<file path="src/rtl/fetch_pkg.sv">
`default_nettype none
// ============================================================================
// fetch_pkg : shared types and constants for the byte-serial instruction fetch
// Rev 1.0
// ============================================================================
package fetch_pkg;

   localparam int unsigned BYTES_PER_INSTR  = 4;
   localparam logic [31:0] DEFAULT_RESET_PC = 32'h0000_0000;

`ifdef FETCH_CHECK_EN
   typedef enum logic [1:0] {
      FETCH = 2'd0,
      HOLD  = 2'd1,
      FAULT = 2'd2
   } fetch_state_t;
`else
   typedef enum logic [1:0] {
      FETCH = 2'd0,
      HOLD  = 2'd1
   } fetch_state_t;
`endif

   // 33-bit sum so the last-byte address of an instruction cannot wrap past the limit
   function automatic logic fetch_addr_bad(input logic [31:0] pc, input int unsigned mem_bytes);
      logic [32:0] last_byte;
      last_byte = {1'b0, pc} + 33'd3;
      return (pc[1:0] != 2'b00) || (last_byte >= {1'b0, mem_bytes});
   endfunction

endpackage
`default_nettype wire

</file>
<file path="src/rtl/fetch_controller_if.sv">
`default_nettype none
// ============================================================================
// fetch_controller_if : redirect, instruction-memory and decode handshake bundle
// Rev 1.0
// ============================================================================
interface fetch_controller_if;

   logic        Redirect;
   logic [31:0] RedirectPC;
   logic [31:0] MemAddr;
   logic        MemRdEn;
   logic [7:0]  MemData;
   logic        InstrValid;
   logic        InstrReady;
   logic [31:0] InstructionCode;
   logic [31:0] InstrPC;
   logic        Fault;

   modport master (
      input  Redirect, RedirectPC, MemData, InstrReady,
      output MemAddr, MemRdEn, InstrValid, InstructionCode, InstrPC, Fault
   );

   modport slave (
      output Redirect, RedirectPC, MemData, InstrReady,
      input  MemAddr, MemRdEn, InstrValid, InstructionCode, InstrPC, Fault
   );

endinterface
`default_nettype wire

</file>
<file path="src/rtl/fetch_byte_assembler.sv">
`default_nettype none
// ============================================================================
// fetch_byte_assembler : byte counter and little-endian 4-lane word register
// Rev 1.0
// ============================================================================
module fetch_byte_assembler
   import fetch_pkg::*;
(
   input  wire logic        Clk,
   input  wire logic        Reset,
   input  wire logic        load_en,
   input  wire logic        clear,
   input  wire logic [7:0]  MemData,
   output logic      [31:0] word,
   output logic             last,
   output logic      [1:0]  byte_cnt
);

   logic [1:0]  r_cnt;
   logic [31:0] r_lanes;
   logic [31:0] w_word;

   always_ff @(posedge Clk or negedge Reset) begin
      if (!Reset) begin
         r_cnt   <= 2'd0;
         r_lanes <= 32'd0;
      end else if (clear) begin
         r_cnt   <= 2'd0;
         r_lanes <= 32'd0;
      end else if (load_en) begin
         r_lanes[r_cnt*8 +: 8] <= MemData;
         r_cnt                 <= r_cnt + 2'd1;
      end
   end

   // The current byte is merged in so the final lane is available on the edge that completes the word
   always_comb begin
      w_word                = r_lanes;
      w_word[r_cnt*8 +: 8]  = MemData;
   end

   assign word     = w_word;
   assign last     = (r_cnt == 2'(BYTES_PER_INSTR - 1));
   assign byte_cnt = r_cnt;

endmodule
`default_nettype wire

</file>
<file path="src/rtl/fetch_controller.sv">
`default_nettype none
// ============================================================================
// fetch_controller : byte-serial instruction fetch with valid/ready hand-off;
// optional address check enabled by FETCH_CHECK_EN.  Rev 1.0
// ============================================================================
module fetch_controller
   import fetch_pkg::*;
#(
   parameter logic [31:0] RESET_PC  = DEFAULT_RESET_PC,
   parameter int unsigned MEM_BYTES = 64
)(
   input  wire logic           Clk,
   input  wire logic           Reset,
   fetch_controller_if.master  bus
);

   fetch_state_t r_state;
   logic [31:0]  r_fetch_pc;
   logic [31:0]  r_code;
   logic [31:0]  r_pc;
   logic         r_valid;

   logic [31:0]  w_word;
   logic         w_last;
   logic [1:0]   w_cnt;
   logic         w_load;
   logic         w_clear;
   logic         w_fault_now;

   if (MEM_BYTES < BYTES_PER_INSTR) begin : g_cfg_check
      $error("fetch_controller: MEM_BYTES must hold at least one instruction");
   end

`ifdef FETCH_CHECK_EN
   logic r_fault;

   assign w_fault_now = (r_state == FETCH) && (w_cnt == 2'd0) &&
                        fetch_addr_bad(r_fetch_pc, MEM_BYTES);
   assign bus.Fault   = r_fault;
`else
   assign w_fault_now = 1'b0;
   assign bus.Fault   = 1'b0;
`endif

   assign w_load  = (r_state == FETCH) && !bus.Redirect && !w_fault_now;
   assign w_clear = bus.Redirect || w_fault_now;

   fetch_byte_assembler u_asm (
      .Clk      (Clk),
      .Reset    (Reset),
      .load_en  (w_load),
      .clear    (w_clear),
      .MemData  (bus.MemData),
      .word     (w_word),
      .last     (w_last),
      .byte_cnt (w_cnt)
   );

   assign bus.MemAddr         = r_fetch_pc + {30'd0, w_cnt};
   assign bus.MemRdEn         = (r_state == FETCH);
   assign bus.InstrValid      = r_valid;
   assign bus.InstructionCode = r_code;
   assign bus.InstrPC         = r_pc;

   // Redirect outranks both the handshake and a pending fault
   always_ff @(posedge Clk or negedge Reset) begin
      if (!Reset) begin
         r_state    <= FETCH;
         r_fetch_pc <= RESET_PC;
         r_valid    <= 1'b0;
         r_code     <= 32'd0;
         r_pc       <= RESET_PC;
`ifdef FETCH_CHECK_EN
         r_fault    <= 1'b0;
`endif
      end else if (bus.Redirect) begin
         r_state    <= FETCH;
         r_fetch_pc <= bus.RedirectPC;
         r_valid    <= 1'b0;
`ifdef FETCH_CHECK_EN
         r_fault    <= 1'b0;
`endif
      end else begin
         case (r_state)
            FETCH: begin
`ifdef FETCH_CHECK_EN
               if (w_fault_now) begin
                  r_state <= FAULT;
                  r_fault <= 1'b1;
                  r_valid <= 1'b0;
               end else
`endif
               if (w_last) begin
                  r_code  <= w_word;
                  r_pc    <= r_fetch_pc;
                  r_valid <= 1'b1;
                  r_state <= HOLD;
               end
            end
            HOLD: begin
               if (r_valid && bus.InstrReady) begin
                  r_fetch_pc <= r_fetch_pc + 32'(BYTES_PER_INSTR);
                  r_valid    <= 1'b0;
                  r_state    <= FETCH;
               end
            end
`ifdef FETCH_CHECK_EN
            FAULT: begin
               r_valid <= 1'b0;
            end
`endif
            default: begin
               r_state <= FETCH;
            end
         endcase
      end
   end

endmodule
`default_nettype wire

</file>
<file path="src/flat_wrapper.sv">
// flat-port wrapper written by rule: the top's interface ports become plain ports
module fetch_controller_flat import fetch_pkg::*;
#(
   parameter logic [31:0] RESET_PC  = DEFAULT_RESET_PC,
   parameter int unsigned MEM_BYTES = 64
)
  (Clk, Reset, bus_Redirect, bus_RedirectPC, bus_MemData, bus_InstrReady, bus_MemAddr, bus_MemRdEn, bus_InstrValid, bus_InstructionCode, bus_InstrPC, bus_Fault);
  fetch_controller_if bus_i ();
  input  wire logic Clk;
  input  wire logic Reset;
  input wire logic [$bits(bus_i.Redirect)-1:0] bus_Redirect;
  input wire logic [$bits(bus_i.RedirectPC)-1:0] bus_RedirectPC;
  input wire logic [$bits(bus_i.MemData)-1:0] bus_MemData;
  input wire logic [$bits(bus_i.InstrReady)-1:0] bus_InstrReady;
  output wire logic [$bits(bus_i.MemAddr)-1:0] bus_MemAddr;
  output wire logic [$bits(bus_i.MemRdEn)-1:0] bus_MemRdEn;
  output wire logic [$bits(bus_i.InstrValid)-1:0] bus_InstrValid;
  output wire logic [$bits(bus_i.InstructionCode)-1:0] bus_InstructionCode;
  output wire logic [$bits(bus_i.InstrPC)-1:0] bus_InstrPC;
  output wire logic [$bits(bus_i.Fault)-1:0] bus_Fault;
  assign bus_i.Redirect = bus_Redirect;
  assign bus_i.RedirectPC = bus_RedirectPC;
  assign bus_i.MemData = bus_MemData;
  assign bus_i.InstrReady = bus_InstrReady;
  assign bus_MemAddr = bus_i.MemAddr;
  assign bus_MemRdEn = bus_i.MemRdEn;
  assign bus_InstrValid = bus_i.InstrValid;
  assign bus_InstructionCode = bus_i.InstructionCode;
  assign bus_InstrPC = bus_i.InstrPC;
  assign bus_Fault = bus_i.Fault;
  fetch_controller #(.RESET_PC(RESET_PC), .MEM_BYTES(MEM_BYTES)) u_core (.Clk(Clk), .Reset(Reset), .bus(bus_i));
endmodule
</file>
<file path="config.mk">
export PLATFORM = sky130hd
export DESIGN_NAME = fetch_controller_flat
export DESIGN_NICKNAME = d
export VERILOG_FILES = /design/src/rtl/fetch_pkg.sv /design/src/rtl/fetch_controller_if.sv /design/src/rtl/fetch_byte_assembler.sv /design/src/rtl/fetch_controller.sv /design/src/flat_wrapper.sv
export SDC_FILE = /design/constraint.sdc
export NUM_CORES = 1
export LEC_CHECK = 0
export ABC_AREA = 1
export BUFFER_PORTS_ARGS = -buffer_cell sky130_fd_sc_hd__buf_4
export CAP_MARGIN = 20
export CORE_MARGIN = 8
export CORE_UTILIZATION = 50
export DETAILED_ROUTE_END_ITERATION = 16
export GPL_TIMING_DRIVEN = 0
export PLACE_DENSITY_LB_ADDON = 0.12
export SYNTH_ARGS = -nofsm -noshare
export SYNTH_HDL_FRONTEND = slang
export SYNTH_HIERARCHICAL = 1
export SYNTH_SLANG_ARGS = --single-unit
</file>
<file path="constraint.sdc">
create_clock -name Clk -period 1.85 [get_ports Clk]
set_clock_uncertainty 0.2 [all_clocks]
set_input_delay 0.0925 -clock Clk [delete_from_list [all_inputs] [get_ports Clk]]
set_output_delay 0.0925 -clock Clk [all_outputs]
set_load 0.01 [all_outputs]
</file>
==> results of run 1 <==
[final timing paths]
path	start	endpoint	cells past startpoint
worst max-delay path	u_core/u_asm/byte_cnt[0]$_DFFE_PN0P_	bus_MemAddr[16]	9
worst min-delay path	Reset	u_core/bus.InstructionCode[3]$_DFFE_PN0P_	2
worst max register to register	u_core/u_asm/byte_cnt[0]$_DFFE_PN0P_	u_core/bus.InstructionCode[31]$_DFFE_PN0P_	10
worst min register to register	u_core/u_asm/r_lanes[7]$_DFFE_PN0P_	u_core/u_asm/r_lanes[7]$_DFFE_PN0P_	2
max in group asynchronous	Reset	u_core/r_fetch_pc[19]$_DFFE_PN0P_	3
min in group Clk	bus_RedirectPC[1]	u_core/r_fetch_pc[1]$_DFFE_PN0P_	4
[worst max-delay path, delay by kind of cell, from the launching register on]
family,cells,cell delay (ns)
XOR/XNOR,1,0.19
adder cells (fa/ha/maj),2,0.59
AND/OR/NAND/NOR,3,0.34
flip-flops,1,0.40
buffers and inverters,3,0.33
[flip-flops by register name, indices dropped and copies added, names as in the netlist]
| signal | flops |
|---|---|
| u_core/bus.InstrPC | 32 |
| u_core/u_asm/byte_cnt | 2 |
| u_core/r_fetch_pc | 32 |
| u_core/bus.InstructionCode | 32 |
| u_core/bus.InstrValid | 1 |
| u_core/u_asm/r_lanes | 32 |
[what timing repair did]
action / CTS / global route
endpoints found under the setup margin: 137 / 133
hold buffers: 42 / 1
endpoints found under the hold margin: 191 / 2
gates resized for setup: 67 / 157
buffers inserted: 23 / 36
cloned: 1 / 1
pin swaps: 19 / 47
[routing by layer]
layer	part of all wire	wire, µm
met5	0	0
met4	0.038	942
met1	0.38	9420
met2	0.51	12700
met3	0.072	1790
[where the power goes]
group	leakage, nW	internal, W	total (W)	switching [W]
logic	3.69	0.00156	0.00338	0.00182
registers	1.69	0.00337	0.00375	0.000381
clock network	0.274	0.00205	0.00330	0.00125
[cells by family after synthesis]
| group | after synthesis |
|---|---|
| muxes | 36 |
| DFF | 131 |
| other | 1 |
| xor gates and xnor gates | 30 |
| and+or+nand+nor | 543 |
| buffers and inverters | 126 |
| adders and majority gates | 10 |
| AOI/OAI and AO/OA | 75 |
[cells in the final DEF (no fill, tap or decap), types with 3 or more instances in the layout]
| master | Yosys | routed |
|---|---|---|
| nand2_4 | 0 | 14 |
| nor2_1 | 66 | 41 |
| mux2_2 | 36 | 33 |
| buf_12 | 0 | 5 |
| mux2_4 | 0 | 3 |
| dlygate4sd3_1 | 0 | 43 |
| nand4_1 | 10 | 10 |
| clkbuf_1 | 13 | 11 |
| nand3_2 | 1 | 11 |
| dfrtp_1 | 131 | 118 |
| clkbuf_16 | 0 | 18 |
| inv_2 | 9 | 5 |
| dfrtp_2 | 0 | 13 |
| clkbuf_2 | 0 | 5 |
| o21ai_0 | 54 | 53 |
| o211ai_1 | 5 | 5 |
| buf_2 | 9 | 5 |
| xor2_2 | 0 | 10 |
| inv_4 | 0 | 5 |
| nand2_2 | 6 | 55 |
| nand3_1 | 49 | 36 |
| a31oi_1 | 4 | 4 |
| nand2_1 | 384 | 319 |
| buf_6 | 4 | 10 |
| nand3_4 | 0 | 3 |
| ha_4 | 0 | 7 |
| nor2_4 | 9 | 21 |
| a21oi_1 | 6 | 4 |
| nand3b_1 | 3 | 3 |
| xor2_1 | 28 | 18 |
| nor2_2 | 12 | 25 |
| buf_4 | 5 | 194 |
| inv_1 | 84 | 81 |
| clkinv_4 | 0 | 3 |
[cell type report]
class                      count  share of cell area
buffer                        30              0.0218
timing repair buffer         244               0.186
clock buffer                  24              0.0432
multi-input combinational    695               0.381
clock inverter                 8             0.00940
tap                          184              0.0211
inverter                      94              0.0358
sequential                   131               0.302
[metrics by stage]
step | hold slack (ns) | setup WS (ns) | power (W)
after floorplan | -0.403 | -0.0494 | 0.00509
after global placement | 0.101 | -0.780 | 0.00640
after detailed placement | -0.0641 | -0.733 | 0.00645
after CTS | 0.0354 | -0.682 | 0.0100
after global routing | 0.0993 | -0.753 | 0.0109
final | 0.0522 | -0.715 | 0.0104
==> summary.md, run 1 <==
| Metric | Value |
|---|---|
| VDD IR max | `0.645 mV` |
| Async SR Flop Fraction | `1.00` |
| Vias in the first global route | `7169` |
| Main combinational cell family by area after synthesis | `simple AND/OR/NAND/NOR gates` |
| Htree depth | `4` |
| Syn nets | `1006` |
| FILL cells | `1017` |
| Synth Area per Inst | `7.65 µm²` |
| Die Area | `18700 µm²` |
| Yosys cell types | `35` |
| M2 GR Usage | `0.452` |
| Inserted Diodes | `0` |
| Met1 capacity usage during global routing | `0.295` |
| Synth Cell Area | `7280 µm²` |
| Initial antenna violation count | `0` |
| Final ANT Viol Nets | `0` |
| DR vias/cell | `5.26` |
| First-pass DRT Iterations | `6` |
| Number of buffers added on ports | `141` |
| CTS tree | `done` |
| Wire per inst | `17.6 µm` |
| Nets@finish | `1267` |
| Post-synth top area cell | `dfrtp_1` |
| Clock transition at path regs | `0.06 ns` |
| Area grow syn2layout | `49.9%` |
| Setup TNS Final | `-21.59 ns` |
| Period utilisation layout | `1.39` |
| Final GP Congestion | `0.992` |
| Static leakage | `5.65 nW` |
| Final cell count without fillers | `1410` |
| Yosys warnings | `6` |
| Register area | `3290 µm²` |
| Min cycle time layout | `2.56 ns` |
| Die Y | `137 µm` |
| Synth top area cells | `dfrtp_1 45%, nand2_1 20%, mux2_2 5.6%` |
| GR Util All Layers | `0.256` |
| Worst slew pin tran | `0.657 ns` |
| Grt met3 use | `0.0481` |
| I/O Pins | `143` |
| Share of cells above drive strength 1 | `0.383` |
| Slowest CP cell | `fa_2` |
| Synthesized netlist cell count | `952` |
| Initial Util | `0.507` |
| Most frequent cell after synthesis | `nand2_1` |
| Clock sinks | `131` |
| Crit end category | `primary output` |
| Status | `finished with violations` |
| Die Width | `137 µm` |
| Pwr/cell area | `956 nW/µm²` |
| Final instance area | `10900 µm²` |
| Via count | `7423` |
| Worst EP required | `1.56 ns` |
| Post-synthesis mux area share | `0.0557` |
| Synth Area in XOR/XNOR | `0.0361` |
| Crit Path Category | `reg -> out` |
| Worst-skew pair later-pin latency | `0.42 ns` |
| Number of cell rows | `44` |
| Clock Path Buffers | `2` |
| Worst setup SP type | `flip-flop` |
| Crit path largest cell delay | `0.44 ns` |
| Grt peak-use layer | `met2` |
| Type of the most critical hold path | `in -> async` |
| Final wirelength | `24800 µm` |
| Synth Area in Simple Gates | `0.311` |
| Failing checks | `setup timing` |
| Max-Cap Viols | `0` |
| Synth top area share | `0.450` |
| Final setup viols | `89` |
| Top post-synthesis cells by count | `384 x nand2_1, 131 x dfrtp_1, 84 x inv_1` |
| Placed Cells | `1278` |
| Post-synthesis compound-gate area fraction | `0.0552` |
| Post-synthesis sequential area ratio | `0.450` |
| CTS Buf Count | `17` |
| Max Clk Rate | `390 MHz` |
| Post-DP HPWL | `16700 µm` |
| Iteration-0 DRC Markers | `618` |
| Max Transition Viols Final | `0` |
| CP max FO | `4` |
| Drt drc | `0` |
| Number of synthesized register bits | `131` |
| Largest net degree at the start of global routing | `69` |
| Top_reg_cell synth | `dfrtp_1` |
| Unrepaired setup endpoints after global routing | `true` |
| Relative slew slack | `0.562` |
| Root buf cell | `clkbuf_16` |
| Worst Path Arrival | `2.27 ns` |
| Adder-cell share of the synthesized area | `0.0182` |
| Post-synth EDFFs | `0` |
| Final worst-path setup slack | `-0.715 ns` |
| Multi-input logic area | `4160 µm²` |
| Worst-path cell chain | `ha_4, inv_2, fa_2, inv_4, nand2_8, nor2_4, nand2_2, xor2_2, buf_4` |
| Placed inst area | `8670 µm²` |
| Post-layout util | `0.759` |
| Final Hold Viols | `0` |
| FF-to-FF setup slack | `-0.20 ns` |
| GRT overflow | `0` |
| First-pass GRT wire length | `37000 µm` |
| CORE AREA | `14400 µm²` |
Power figures use the tool's default switching activity.
==> inputs of run 2 (changes only) <==
- BUFFER_PORTS_ARGS: -buffer_cell sky130_fd_sc_hd__buf_4 -> -buffer_cell sky130_fd_sc_hd__buf_2
- CORE_MARGIN: 8 -> 2
- CTS_CLUSTER_DIAMETER: default -> 30
==> run 2 against run 1 <==
The flow still finishes with violations (setup timing). Via count increased by 0.43%. Flip-flop and latch count is the same. Sequential share of layout area increased by 0.75 points. Global-route usage increased by 4.6 points. Sequential power is essentially flat. Worst setup slack better by 0.057 ns. Maximum frequency is 2.3% higher. Worst hold slack worse by 0.026 ns. Die area fell by 17%. Clock power grew 12%. Wire length is 4.7% lower. Cell count grew 0.35%. Largest cell class unchanged. Largest power group unchanged. Highest routed layer unchanged.
==> summary.md, run 2 (same netlist as run 1, synthesis figures left out) <==
| Metric | Value |
|---|---|
| CTS tree | `done` |
| Worst setup SP type | `flip-flop` |
| First-pass DRT Iterations | `8 (+2)` |
| Final cell count without fillers | `1415 (+0.35%)` |
| Root buf cell | `clkbuf_16` |
| DR vias/cell | `5.27 (about the same)` |
| Area grow syn2layout | `46.4%` |
| Failing checks | `setup timing` |
| Final worst-path setup slack | `-0.658 ns (+0.0566 ns)` |
| Share of cells above drive strength 1 | `0.377 (-0.00562)` |
| Final setup viols | `83 (-6.7%)` |
| Unrepaired setup endpoints after global routing | `true` |
| Via count | `7455 (+0.43%)` |
| Die Y | `125 µm (-8.8%)` |
| Die Area | `15500 µm² (-17%)` |
| Number of buffers added on ports | `141 (unchanged)` |
| Reg2Reg Depth | `10 (unchanged)` |
| Worst EP required | `1.56 ns (about the same)` |
| Most frequent cells in the layout | `329 x nand2_1, 142 x buf_2, 115 x dfrtp_1` |
| Commonest non-fill, non-tap cell in the layout | `nand2_1` |
| Htree depth | `4 (unchanged)` |
| Worst-skew pair later-pin latency | `0.42 ns (about the same)` |
| Drt drc | `0 (unchanged)` |
| I/O Pins | `143 (unchanged)` |
| Min cycle time layout | `2.51 ns (-0.0566 ns)` |
| Final wirelength | `23600 µm (-4.7%)` |
| Crit end category | `primary output` |
| Inserted Diodes | `0 (unchanged)` |
| VDD IR max | `0.650 mV (+0.73%)` |
| Relative slew slack | `0.590 (+0.0276)` |
| Largest net degree at the start of global routing | `73 (+5.8%)` |
| Static leakage | `5.59 nW (-1.0%)` |
| Clock Path Buffers | `2 (unchanged)` |
| Clock transition at path regs | `0.06 ns (about the same)` |
| CTS Buf Count | `17 (unchanged)` |
| Placed Cells | `1278 (unchanged)` |
| Dpl ws | `-0.683 ns (+0.0497 ns)` |
| Pwr/cell area | `986 nW/µm² (+3.1%)` |
| Final ANT Viol Nets | `0 (unchanged)` |
| Crit Path Category | `reg -> out` |
| Die Width | `125 µm (-8.8%)` |
| Status | `finished with violations` |
| Wire per inst | `16.7 µm (-5.1%)` |
| Vias in the first global route | `7182 (+0.18%)` |
| Period utilisation layout | `1.36 (-0.0306)` |
| Worst slew pin tran | `0.615 ns (-0.0414 ns)` |
| Worst Path Arrival | `2.22 ns (-0.05 ns)` |
| Number of cell rows | `44 (unchanged)` |
| First-pass GRT wire length | `36800 µm (-0.52%)` |
| Max Transition Viols Final | `0 (unchanged)` |
| Max-Cap Viols | `0 (unchanged)` |
| Iteration-0 DRC Markers | `613 (-0.81%)` |
| CP max FO | `4 (unchanged)` |
| Initial antenna violation count | `0 (unchanged)` |
| Final GP Congestion | `0.926 (-6.7%)` |
| Nets@finish | `1272 (+0.39%)` |
| Final Hold Viols | `0 (unchanged)` |
| GRT overflow | `0 (unchanged)` |
| Clock sinks | `131 (unchanged)` |
| CORE AREA | `14400 µm² (unchanged)` |
| Initial Util | `0.507 (unchanged)` |
| Type of the most critical hold path | `in -> async` |
| Max Clk Rate | `399 MHz (+2.3%)` |
| Post-DP HPWL | `15500 µm (-7.1%)` |
| GR Util All Layers | `0.301 (+0.0459)` |
## run 2: layer usage
metal | track usage | vias to the layer above | share of wire
li1 | - | 3524 | -
met1 | 0.351 | 3530 | 0.38
met2 | 0.532 | 328 | 0.52
met3 | 0.0640 | 73 | 0.064
met4 | 0.137 | 0 | 0.040
met5 | 0 | - | 0
## run 2: worst paths after layout
kind | from | end | slack (ns)
setup reg to reg | u_core/u_asm/byte_cnt[0]$_DFFE_PN0P_ | u_core/bus.InstructionCode[26]$_DFFE_PN0P_ | -0.11
hold / removal | Reset | u_core/u_asm/r_lanes[3]$_DFFE_PN0P_ | 0.03
setup / recovery | u_core/u_asm/byte_cnt[0]$_DFFE_PN0P_ | bus_MemAddr[16] | -0.66
min in group Clk | bus_InstrReady | u_core/r_fetch_pc[21]$_DFFE_PN0P_ | 0.04
max in group asynchronous | Reset | u_core/r_fetch_pc[19]$_DFFE_PN0P_ | 0.66
hold reg to reg | u_core/u_asm/r_lanes[29]$_DFFE_PN0P_ | u_core/u_asm/r_lanes[29]$_DFFE_PN0P_ | 0.28
## run 2: worst max-delay path: stages, from the launching register on
cell     delay (ns)
dfrtp_2        0.39
ha_4           0.15
inv_2          0.04
fa_2           0.41
inv_4          0.13
nand2_8        0.07
nor2_4         0.17
nand2_2        0.08
xor2_2         0.19
buf_2          0.17
## run 2: cell type report
cell class / instances / area, µm²
Inverter: 94 / 383
Fill cell: 1068 / 3710
Tap cell: 184 / 230
Buffer: 32 / 260
Multi-Input combinational cell: 695 / 4050
Timing Repair Buffer: 247 / 1790
Clock inverter: 9 / 176
Clock buffer: 23 / 468
Sequential cell: 131 / 3300
## run 2: repair_timing
action | 4_1_cts | 5_1_grt
hold buffers | 42 | 0
setup buffers | 50 | 16
cloned | 2 | 0
pin swaps | 33 | 17
resized for setup | 137 | 76
hold endpoints to repair | 202 | 0
endpoints found under the setup margin | 127 | 141
## run 2: per-stage QoR
step	TNS, ns	instance area [µm²]	hold WS (ns)	total power (W)	utilization
5_1_grt	-21.31	10700	0.0357	0.0110	0.742
3_3_place_gp	-198.71	8290	0.114	0.00605	0.577
6_report	-16.37	10700	0.0263	0.0105	0.742
2_1_floorplan	-0.236	7350	-0.403	0.00509	-
4_1_cts	-18.84	10300	0.0117	0.0103	0.719
3_5_place_dp	-23.68	8320	-0.0820	0.00609	0.579
## run 2: power by group
part	total (W)	switching [W]	internal, W
logic	0.00308	0.00177	0.00131
registers	0.00373	0.000359	0.00337
clock network	0.00370	0.00123	0.00246
total	0.0105	0.00337	0.00714
==> inputs of run 3 (changes only) <==
- CORE_MARGIN: 2 -> 3
==> run 3 against run 2 <==
The run still ends with setup timing left. Sequential power about the same. First-iteration DRC count up 7.7%. Sequential share of layout area decreased by 0.53 points. Largest power group unchanged. Count of clock-buffer cells in the layout is 3 lower. Final area is 1.5% higher. Core utilization grew 2.9 points. Highest routed layer unchanged. Wire length is 8.7% higher. Flip-flop and latch count did not move. Critical path depth stayed put. Die area up 3.2%. Maximum frequency decreased by 0.42%.
==> summary.md, run 3 (same netlist as run 1, synthesis figures left out) <==
| Metric | Value |
|---|---|
| Status | `finished with violations` |
| Failing checks | `setup timing` |
| Crit Path Category | `reg -> out` |
| CTS tree | `done` |
| Wire per inst | `18.1 µm (+8.1%)` |
| Most frequent cells in the layout | `325 x nand2_1, 143 x buf_2, 121 x dfrtp_1` |
| Iteration-0 DRC Markers | `660 (+7.7%)` |
| First-pass DRT Iterations | `5 (-3)` |
| Period utilisation layout | `1.36 (+0.00569)` |
| Worst setup SP type | `flip-flop` |
| Static leakage | `5.74 nW (+2.7%)` |
| Post-DP HPWL | `15800 µm (+2.0%)` |
| Reg power frac | `0.364 (+0.009)` |
| Switching power | `0.00353 W (+4.8%)` |
| Nets@finish | `1284 (+0.94%)` |
| Worst slew pin tran | `0.689 ns (+0.0738 ns)` |
| VDD IR max | `0.697 mV (+7.3%)` |
| Min cycle time layout | `2.52 ns (+0.0105 ns)` |
| Pwr Total | `0.0102 W (-2.5%)` |
| Relative slew slack | `0.541 (-0.0492)` |
| Die Width | `127 µm (+1.6%)` |
| Type of the most critical hold path | `in -> reg` |
| Htree depth | `4 (unchanged)` |
| Final GP Congestion | `0.956 (+3.3%)` |
| CTS Buf Count | `17 (unchanged)` |
| Max-Cap Viols | `0 (unchanged)` |
| Die Area | `16000 µm² (+3.2%)` |
| CP max FO | `4 (unchanged)` |
| Pwr/cell area | `947 nW/µm² (-4.0%)` |
| Largest net degree at the start of global routing | `96 (+32%)` |
| Die Y | `127 µm (+1.6%)` |
| GRT overflow | `0 (unchanged)` |
| Max Transition Viols Final | `0 (unchanged)` |
| Initial antenna violation count | `0 (unchanged)` |
| Worst-path cell chain | `ha_4, inv_2, fa_2, inv_4, nand2_8, nor2_4, nand2_2, xor2_2, buf_2` |
| Number of cell rows | `43 (-2.3%)` |
| Critical path buffer and inverter count | `3 (unchanged)` |
| Crit path largest cell delay | `0.41 ns (about the same)` |
| Worst-skew pair later-pin latency | `0.42 ns (about the same)` |
| Number of buffers added on ports | `141 (unchanged)` |
| Post-layout util | `0.771 (+0.0287)` |
| Setup TNS Final | `-62.16 ns (-45.80 ns)` |
| First-pass GRT wire length | `37800 µm (+2.9%)` |
| CORE AREA | `14000 µm² (-2.3%)` |
| Root buf cell | `clkbuf_16` |
| Area grow syn2layout | `48.6%` |
| Initial Util | `0.519 (+0.0118)` |
| Clock sinks | `131 (unchanged)` |
| Worst Path Arrival | `2.23 ns (about the same)` |
| Clock share of power | `0.322 (-0.030)` |
| Switching Share | `0.344 (+0.0239)` |
| Slowest CP cell | `dfrtp_2` |
| Commonest non-fill, non-tap cell in the layout | `nand2_1` |
| Max Clk Rate | `397 MHz (-0.42%)` |
| Clock transition at path regs | `0.06 ns (about the same)` |
| Worst EP required | `1.56 ns (about the same)` |
| CP top delay family | `adder cells` |
| Unrepaired setup endpoints after global routing | `true` |
| GR Util All Layers | `0.303 (+0.00180)` |
| Final worst-path setup slack | `-0.669 ns (-0.0105 ns)` |
| I/O Pins | `143 (unchanged)` |
| Final ANT Viol Nets | `0 (unchanged)` |
| Pint | `0.00672 W (-5.9%)` |
| Final wirelength | `25700 µm (+8.7%)` |
| Dpl ws | `-0.695 ns (-0.0120 ns)` |
| Crit end category | `primary output` |
| DR vias/cell | `5.40 (+2.5%)` |
| Via count | `7678 (+3.0%)` |
| Clock Path Buffers | `2 (unchanged)` |
| Final Hold Viols | `0 (unchanged)` |
| Logic gate share of total power | `0.315 (+0.022)` |
| Share of cells above drive strength 1 | `0.378 (+0.00149)` |
| Inserted Diodes | `0 (unchanged)` |
| Vias in the first global route | `7297 (+1.6%)` |
| Drt drc | `0 (unchanged)` |
| Final setup viols | `129 (+55%)` |
[run 3: layout make-up]
type / instances / area, µm²
clock buffer: 20 / 467
clock inverter: 11 / 105
timing repair buffer: 263 / 2020
tap: 180 / 225
inverter: 94 / 397
multi-input combinational: 695 / 4080
fill: 992 / 3220
sequential: 131 / 3290
buffer: 28 / 244
[run 3: metal layers]
layer / wire length, µm / track usage / share of wire / up-vias
li1: - / - / - / 3545
met1: 9580 / 0.356 / 0.37 / 3627
met2: 13000 / 0.531 / 0.50 / 400
met3: 1740 / 0.0589 / 0.068 / 106
met4: 1400 / 0.147 / 0.055 / 0
met5: 0 / 0 / 0 / -
[run 3: through the flow]
| stage | std cells | hold WS, ns | cell area, µm² |
|---|---|---|---|
| 3_5_place_dp | 1274 | -0.186 | 8320 |
| 2_1_floorplan | 952 | -0.403 | 7350 |
| 4_1_cts | 1397 | 0.000258 | 10300 |
| 3_3_place_gp | 1273 | 0.101 | 8290 |
| 5_1_grt | 1422 | 0.247 | 10800 |
| 6_report | 1422 | 0.244 | 10800 |
[run 3: power groups by stage]
stage | Clock (W) | Sequential, W | Combinational (W)
finish | 0.00329 | 0.00372 | 0.00323
CTS | 0.00330 | 0.00371 | 0.00289
floorplan | 0 | 0.00389 | 0.00120
detailed placement | 0 | 0.00377 | 0.00234
global placement | 0 | 0.00375 | 0.00230
global route | 0.00344 | 0.00378 | 0.00347
[run 3: final timing paths]
kind	startpoint	endpoint	slack, ns	depth (start not counted)
setup / recovery	u_core/u_asm/byte_cnt[0]$_DFFE_PN0P_	bus_MemAddr[16]	-0.67	9
hold / removal	bus_RedirectPC[1]	u_core/r_fetch_pc[1]$_DFFE_PN0P_	0.24	4
setup reg to reg	u_core/u_asm/byte_cnt[0]$_DFFE_PN0P_	u_core/bus.InstructionCode[17]$_DFFE_PN0P_	-0.61	13
hold reg to reg	u_core/bus.InstrPC[24]$_DFFE_PN0P_	u_core/bus.InstrPC[24]$_DFFE_PN0P_	0.28	2
max in group asynchronous	Reset	u_core/r_fetch_pc[19]$_DFFE_PN0P_	0.13	4
min in group asynchronous	Reset	u_core/bus.InstructionCode[3]$_DFFE_PN0P_	0.48	3
[run 3: what timing repair did]
action	in CTS	in global routing
buffers inserted	44	30
hold buffers	43	1
gates cloned	6	0
hold endpoints to repair	202	2
pin swaps	20	26
gates resized for setup	155	119
setup endpoints to repair	131	146
[run 3: tightest hold or removal path, cell delays in order]
cell	delay, ns
dlygate4sd3_1	0.53
buf_2	0.11
nand2_1	0.04
o21ai_0	0.06
